`src/rtl/reservation_station.sv`:
```
// rtl/reservation_station.sv - single-entry reservation station with operand snoop and commit arbitration
module reservation_station #(
    parameter logic [3:0] RS_ID      = 4'd1,
    parameter int         DATA_WIDTH = 96,
    parameter int         DST_WIDTH  = 8
) (
    input  logic                  Clock,
    input  logic                  Reset,
    input  logic [3:0]            iIssueRsID,
    input  logic [3:0]            iIssueSrc0Rs,
    input  logic [3:0]            iIssueSrc1Rs,
    input  logic [DATA_WIDTH-1:0] iIssueSrc0Data,
    input  logic [DATA_WIDTH-1:0] iIssueSrc1Data,
    input  logic [3:0]            iIssueScale,
    input  logic [2:0]            iIssueWE,
    input  logic [DST_WIDTH-1:0]  iIssueDst,
    input  logic [3:0]            iModCommitRsID,
    input  logic [DATA_WIDTH-1:0] iModCommitData,
    output logic                  oBusy,
    output logic                  oExecValid,
    input  logic                  iExecReady,
    output logic [DATA_WIDTH-1:0] oExecSrc0,
    output logic [DATA_WIDTH-1:0] oExecSrc1,
    output logic [3:0]            oExecScale,
    input  logic                  iResultValid,
    input  logic [DATA_WIDTH-1:0] iResult,
    output logic                  oCommitRequest,
    input  logic                  iCommitGrant,
    output logic [3:0]            oCommitRsID,
    output logic [2:0]            oCommitWE,
    output logic [DST_WIDTH-1:0]  oCommitDst,
    output logic [DATA_WIDTH-1:0] oCommitData
);

    typedef enum logic [2:0] {
        S_IDLE,
        S_WAIT_OPS,
        S_EXEC_REQ,
        S_EXECUTING,
        S_COMMIT_REQ
    } state_t;

    state_t                state_q, state_d;
    logic [DATA_WIDTH-1:0] src0_q, src0_d;
    logic [DATA_WIDTH-1:0] src1_q, src1_d;
    logic [3:0]            src0_rs_q, src0_rs_d;
    logic [3:0]            src1_rs_q, src1_rs_d;
    logic                  src0_rdy_q, src0_rdy_d;
    logic                  src1_rdy_q, src1_rdy_d;
    logic [3:0]            scale_q, scale_d;
    logic [2:0]            we_q, we_d;
    logic [DST_WIDTH-1:0]  dst_q, dst_d;
    logic [DATA_WIDTH-1:0] result_q, result_d;

    logic bus_live;
    logic issue_hit0, issue_hit1;
    logic wait_hit0, wait_hit1;
    logic granted;

    // Our own id on the bus is never a valid producer for this entry.
    assign bus_live   = (iModCommitRsID != 4'd0) && (iModCommitRsID != RS_ID);
    assign issue_hit0 = bus_live && (iModCommitRsID == iIssueSrc0Rs);
    assign issue_hit1 = bus_live && (iModCommitRsID == iIssueSrc1Rs);
    assign wait_hit0  = bus_live && (iModCommitRsID == src0_rs_q);
    assign wait_hit1  = bus_live && (iModCommitRsID == src1_rs_q);

    always_comb begin
        state_d    = state_q;
        src0_d     = src0_q;
        src1_d     = src1_q;
        src0_rs_d  = src0_rs_q;
        src1_rs_d  = src1_rs_q;
        src0_rdy_d = src0_rdy_q;
        src1_rdy_d = src1_rdy_q;
        scale_d    = scale_q;
        we_d       = we_q;
        dst_d      = dst_q;
        result_d   = result_q;
        case (state_q)
            S_IDLE: begin
                if (iIssueRsID == RS_ID) begin
                    scale_d    = iIssueScale;
                    we_d       = iIssueWE;
                    dst_d      = iIssueDst;
                    src0_rs_d  = iIssueSrc0Rs;
                    src1_rs_d  = iIssueSrc1Rs;
                    src0_rdy_d = (iIssueSrc0Rs == 4'd0) || issue_hit0;
                    src1_rdy_d = (iIssueSrc1Rs == 4'd0) || issue_hit1;
                    src0_d     = issue_hit0 ? iModCommitData : iIssueSrc0Data;
                    src1_d     = issue_hit1 ? iModCommitData : iIssueSrc1Data;
                    state_d    = (src0_rdy_d && src1_rdy_d) ? S_EXEC_REQ : S_WAIT_OPS;
                end
            end
            S_WAIT_OPS: begin
                // Readiness is acted on from the registered flags, one cycle after capture.
                if (src0_rdy_q && src1_rdy_q) begin
                    state_d = S_EXEC_REQ;
                end else begin
                    if (!src0_rdy_q && wait_hit0) begin
                        src0_d     = iModCommitData;
                        src0_rdy_d = 1'b1;
                    end
                    if (!src1_rdy_q && wait_hit1) begin
                        src1_d     = iModCommitData;
                        src1_rdy_d = 1'b1;
                    end
                end
            end
            S_EXEC_REQ: begin
                if (iExecReady) state_d = S_EXECUTING;
            end
            S_EXECUTING: begin
                if (iResultValid) begin
                    result_d = iResult;
                    state_d  = S_COMMIT_REQ;
                end
            end
            S_COMMIT_REQ: begin
                if (iCommitGrant) state_d = S_IDLE;
            end
            default: state_d = S_IDLE;
        endcase
    end

    always_ff @(posedge Clock) begin
        if (Reset) begin
            state_q    <= S_IDLE;
            src0_q     <= '0;
            src1_q     <= '0;
            src0_rs_q  <= '0;
            src1_rs_q  <= '0;
            src0_rdy_q <= 1'b0;
            src1_rdy_q <= 1'b0;
            scale_q    <= '0;
            we_q       <= '0;
            dst_q      <= '0;
            result_q   <= '0;
        end else begin
            state_q    <= state_d;
            src0_q     <= src0_d;
            src1_q     <= src1_d;
            src0_rs_q  <= src0_rs_d;
            src1_rs_q  <= src1_rs_d;
            src0_rdy_q <= src0_rdy_d;
            src1_rdy_q <= src1_rdy_d;
            scale_q    <= scale_d;
            we_q       <= we_d;
            dst_q      <= dst_d;
            result_q   <= result_d;
        end
    end

    assign granted        = (state_q == S_COMMIT_REQ) && iCommitGrant;
    assign oBusy          = (state_q != S_IDLE);
    assign oExecValid     = (state_q == S_EXEC_REQ);
    assign oExecSrc0      = src0_q;
    assign oExecSrc1      = src1_q;
    assign oExecScale     = scale_q;
    assign oCommitRequest = (state_q == S_COMMIT_REQ);
    assign oCommitRsID    = granted ? RS_ID    : 4'd0;
    assign oCommitWE      = granted ? we_q     : 3'd0;
    assign oCommitDst     = granted ? dst_q    : '0;
    assign oCommitData    = granted ? result_q : '0;

endmodule

```
`config.mk`:
```
export PLATFORM = sky130hd
export DESIGN_NAME = reservation_station
export DESIGN_NICKNAME = d
export VERILOG_FILES = /design/src/rtl/reservation_station.sv
export SDC_FILE = /design/constraint.sdc
export NUM_CORES = 1
export LEC_CHECK = 0
export ABC_AREA = 1
export CAP_MARGIN = 30
export CORE_AREA = 4 4 285 287
export CTS_CLUSTER_SIZE = 12
export DETAILED_ROUTE_END_ITERATION = 8
export DIE_AREA = 0 0 289 291
export SKIP_CTS_REPAIR_TIMING = 1
export SYNTH_ARGS = -nofsm -noshare
export SYNTH_HDL_FRONTEND = slang
export SYNTH_SLANG_ARGS = --single-unit
export TNS_END_PERCENT = 50
```
`constraint.sdc`:
```
create_clock -name Clock -period 3.58 [get_ports Clock]
set_input_delay 1.074 -clock Clock [delete_from_list [all_inputs] [get_ports Clock]]
set_output_delay 1.074 -clock Clock [all_outputs]
set_load 0.03 [all_outputs]
```
==> metrics.cfg <==
[outcome]
status=complete, no violations

[setup_path]
critical_path_required_ns=2.51
start_kind=input pin
r2r_end=oExecSrc0[65]
crit_end=oCommitData[55]
rr_startpoint=state_q[0]
r2r_setup_slack_ns=1.40
cp_class=input pin to output pin
cp_max_fo=27
number_of_cell_instances_on_the_worst_register_to_register_path=9
cp-end-kind=output pin
crit_path_start=iCommitGrant
arrival_ns=2.35

[synthesis]
yosys_warnings=0
syn_area_sq_um=14990
synth_top_flop_cell=dfxtp_1
async_flop_share=0
ys_seq_elements=316
post_synth_num_cell_types=29
synth-compound-area-share=0.1457
synthesized_area_fraction_occupied_by_xor_and_xnor_cells=0.002336
yosysTopAreaCellShare=0.4219
combinational_family_with_the_most_area_after_synthesis=simple AND/OR/NAND/NOR gates
synth.area.mux_share=0
synth_seq_area_share=0.4219
synthesis.area_per_instance_sq_um=6.488
synth_fa_ha_area_frac=0
synth-simple-area-share=0.3194
synth.most_common_cell=nand2_1
ys_top_cells_by_area=dfxtp_1, nand2_1, nor2_1
yosys.area.top_type=dfxtp_1
postSynthCellCount=2311
synth_enable_flop_cells=0
synth.cells.most_frequent=nand2_1, nor2_1, dfxtp_1, inv_1, a21oi_1

[floorplanning]
design.die.area_sq_um=84100
ios=730
dieHeight_microns=291
dieWidth_microns=289
initial_core_util=0.1907
core_area_sq_um=78610
rows=103

[clocking]
max-clock-path-buffers=3
clock_tree_root_buffer_cell=clkbuf_16
worst_setup_hold_path_clk_slew_ns=0.06
insertion_delay_ns=0.55
cts.sinks=316
cts-buffers-inserted=39
tritoncts_clock_tree=built
ctsHtreeMaxLevel=2

[finish]
syn2layout_area_growth_pct=64.57
fin_nets=3400
multi_input_comb_area_sq_um=7067
filler_instances=8518
drive_gt1_frac=0.08550
regArea_sq_um=6326
layout.cell_area.non_filler_sq_um=24680

[pwr]
power.ir.vdd_worst_uv=327.3
clockPowerShare=0.380
power_density_nw_per_um2=434.4
p_sw_w=0.003371
seq_power_share=0.357
leak_pwr_nw=9.807
cell_internal_pwr_w=0.007349
power.switching_fraction=0.3145
p_comb_frac=0.263

[worst_hold_path]
holdPathStages=2
worst_hold_path_type=register to register

[placement]
finalWeightedCongestion=0.8706
io_buffers=726
detailedPlacementHpwl_mm=50.73
area_post_placement_sq_um=23360

[grt]
grt_max_degree=194
vias_in_the_first_global_route=15950
grt_util_met3=0.04534
grt_antenna_before_repair=4
grtUsageMet2=0.2548
grt_util_met1=0.1789
global_route.peak_usage_layer=met2
grt.total_usage=0.1497
grt_first_pass_wirelength_mm=97.64
grt.overflow.total=0

[routing]
drtPass1Iterations=5
routed_wirelength_mm=66.85
avgRoutedWirePerCell_microns=16.46
ant_nets=0
drc=0
dr_iter_0_viols=727
drt-vias-per-instance=4.123
routed-via-count=16750

[timing]
min_period_over_period=0.9575
total_setup_violations_reported_at_the_end_of_the_flow=0
final-hold-violation-count=0
fin_setup_tns_ns=0
rsz0062_at_grt=no
achievable_freq_ghz=0.2917
worst_slew_margin_rel=0.5193
tightestPinTransition_ns=0.7211
period_minus_slack_ns=3.428
slew_viol_final=0
final.setup_skew_ns=0.01402

[run]
max_cap_viol_count=0

-- sequential cells by signal (all words and copies together), names as in the netlist, 3 cells and up --
register,flops
oExecSrc0,96
oExecSrc1,96
result_q,96
dst_q,8
oExecScale,4
src0_rs_q,4
src1_rs_q,4
state_q,3
we_q,3
-- final cells by class --
class / count / share of cell area
inverters: 225 / 0.03468
flip-flops and latches: 316 / 0.2564
clock inverters: 11 / 0.004614
multi-input cells: 1603 / 0.2864
clock buffers: 56 / 0.04792
diodes: 6 / 0.0006085
well taps: 1050 / 0.05324
repair buffers: 795 / 0.3162
-- kinds of logic (layout without fill, tap and decap cells) --
logic type,after synthesis,after routing
XOR/XNOR,4,4
buffers and inverters,394,1087
flip-flops,316,316
AO/OA/AOI/OAI,435,435
other,1,9
AND/OR/NAND/NOR,1161,1161
-- through the flow --
step | worst slack [ns] | std cells | utilization | power, W | hold WS [ns]
after floorplan | 0.4250 | 2313 | - | 0.005332 | 0.4300
after global placement | 0.1917 | 3989 | 0.2972 | 0.006727 | 0.4416
after detailed placement | 0.1673 | 3989 | 0.2972 | 0.006728 | 0.4441
after CTS | 0.1580 | 4056 | 0.3137 | 0.01091 | 0.4529
after global routing | 0.08350 | 4058 | 0.3138 | 0.01127 | 0.4640
final | 0.1523 | 4062 | 0.3139 | 0.01072 | 0.4518
-- per-layer routing --
metal	wire [microns]	part of all wire
met1	27760	0.42
met2	31010	0.46
met3	5740	0.086
met4	2346	0.035
met5	0	0
-- power by group through the flow --
stage	clock (W)	combinational [W]	sequential [W]
after floorplan	0	0.00110	0.00423
after global placement	0	0.00283	0.00390
after detailed placement	0	0.00283	0.00390
after CTS	0.00425	0.00284	0.00383
after global routing	0.00436	0.00307	0.00385
final	0.00407	0.00282	0.00383
-- critical path, cell delays in order --
cell	delay, ns
clkdlybuf4s50_1	0.54
nand2_4	0.18
buf_12	0.24
nor2_1	0.13
buf_4	0.18
-- how the worst min path moves through the flow --
stage,startpoint,slack [ns],endpoint
floorplan,dst_q[0],0.43,dst_q[0]
global placement,result_q[2],0.44,result_q[2]
detailed placement,dst_q[5],0.44,dst_q[5]
CTS,dst_q[5],0.45,dst_q[5]
global route,result_q[26],0.46,result_q[26]
finish,result_q[75],0.45,result_q[75]
-- layout by cell type, fill, tap and decap left out, types with 2 or more instances in the layout --
master / synthesis / final
nand2_4: 0 / 5
clkinvlp_4: 0 / 2
nor3_1: 3 / 3
conb_1: 1 / 3
clkdlybuf4s50_1: 0 / 618
nand2_1: 526 / 523
clkbuf_8: 0 / 10
dfxtp_1: 316 / 316
nor3_2: 3 / 3
nand3_1: 7 / 7
clkinv_2: 0 / 7
nand3b_1: 98 / 98
a21oi_1: 213 / 213
clkbuf_16: 0 / 41
buf_4: 26 / 154
xnor2_1: 2 / 2
inv_1: 219 / 219
bufinv_16: 0 / 2
o21ai_1: 7 / 7
diode_2: 0 / 6
nor2_1: 517 / 517
xor2_1: 2 / 2
inv_2: 5 / 3
clkbuf_1: 82 / 5
o21ai_0: 212 / 212
buf_12: 0 / 23
Power figures use the tool's default switching activity.
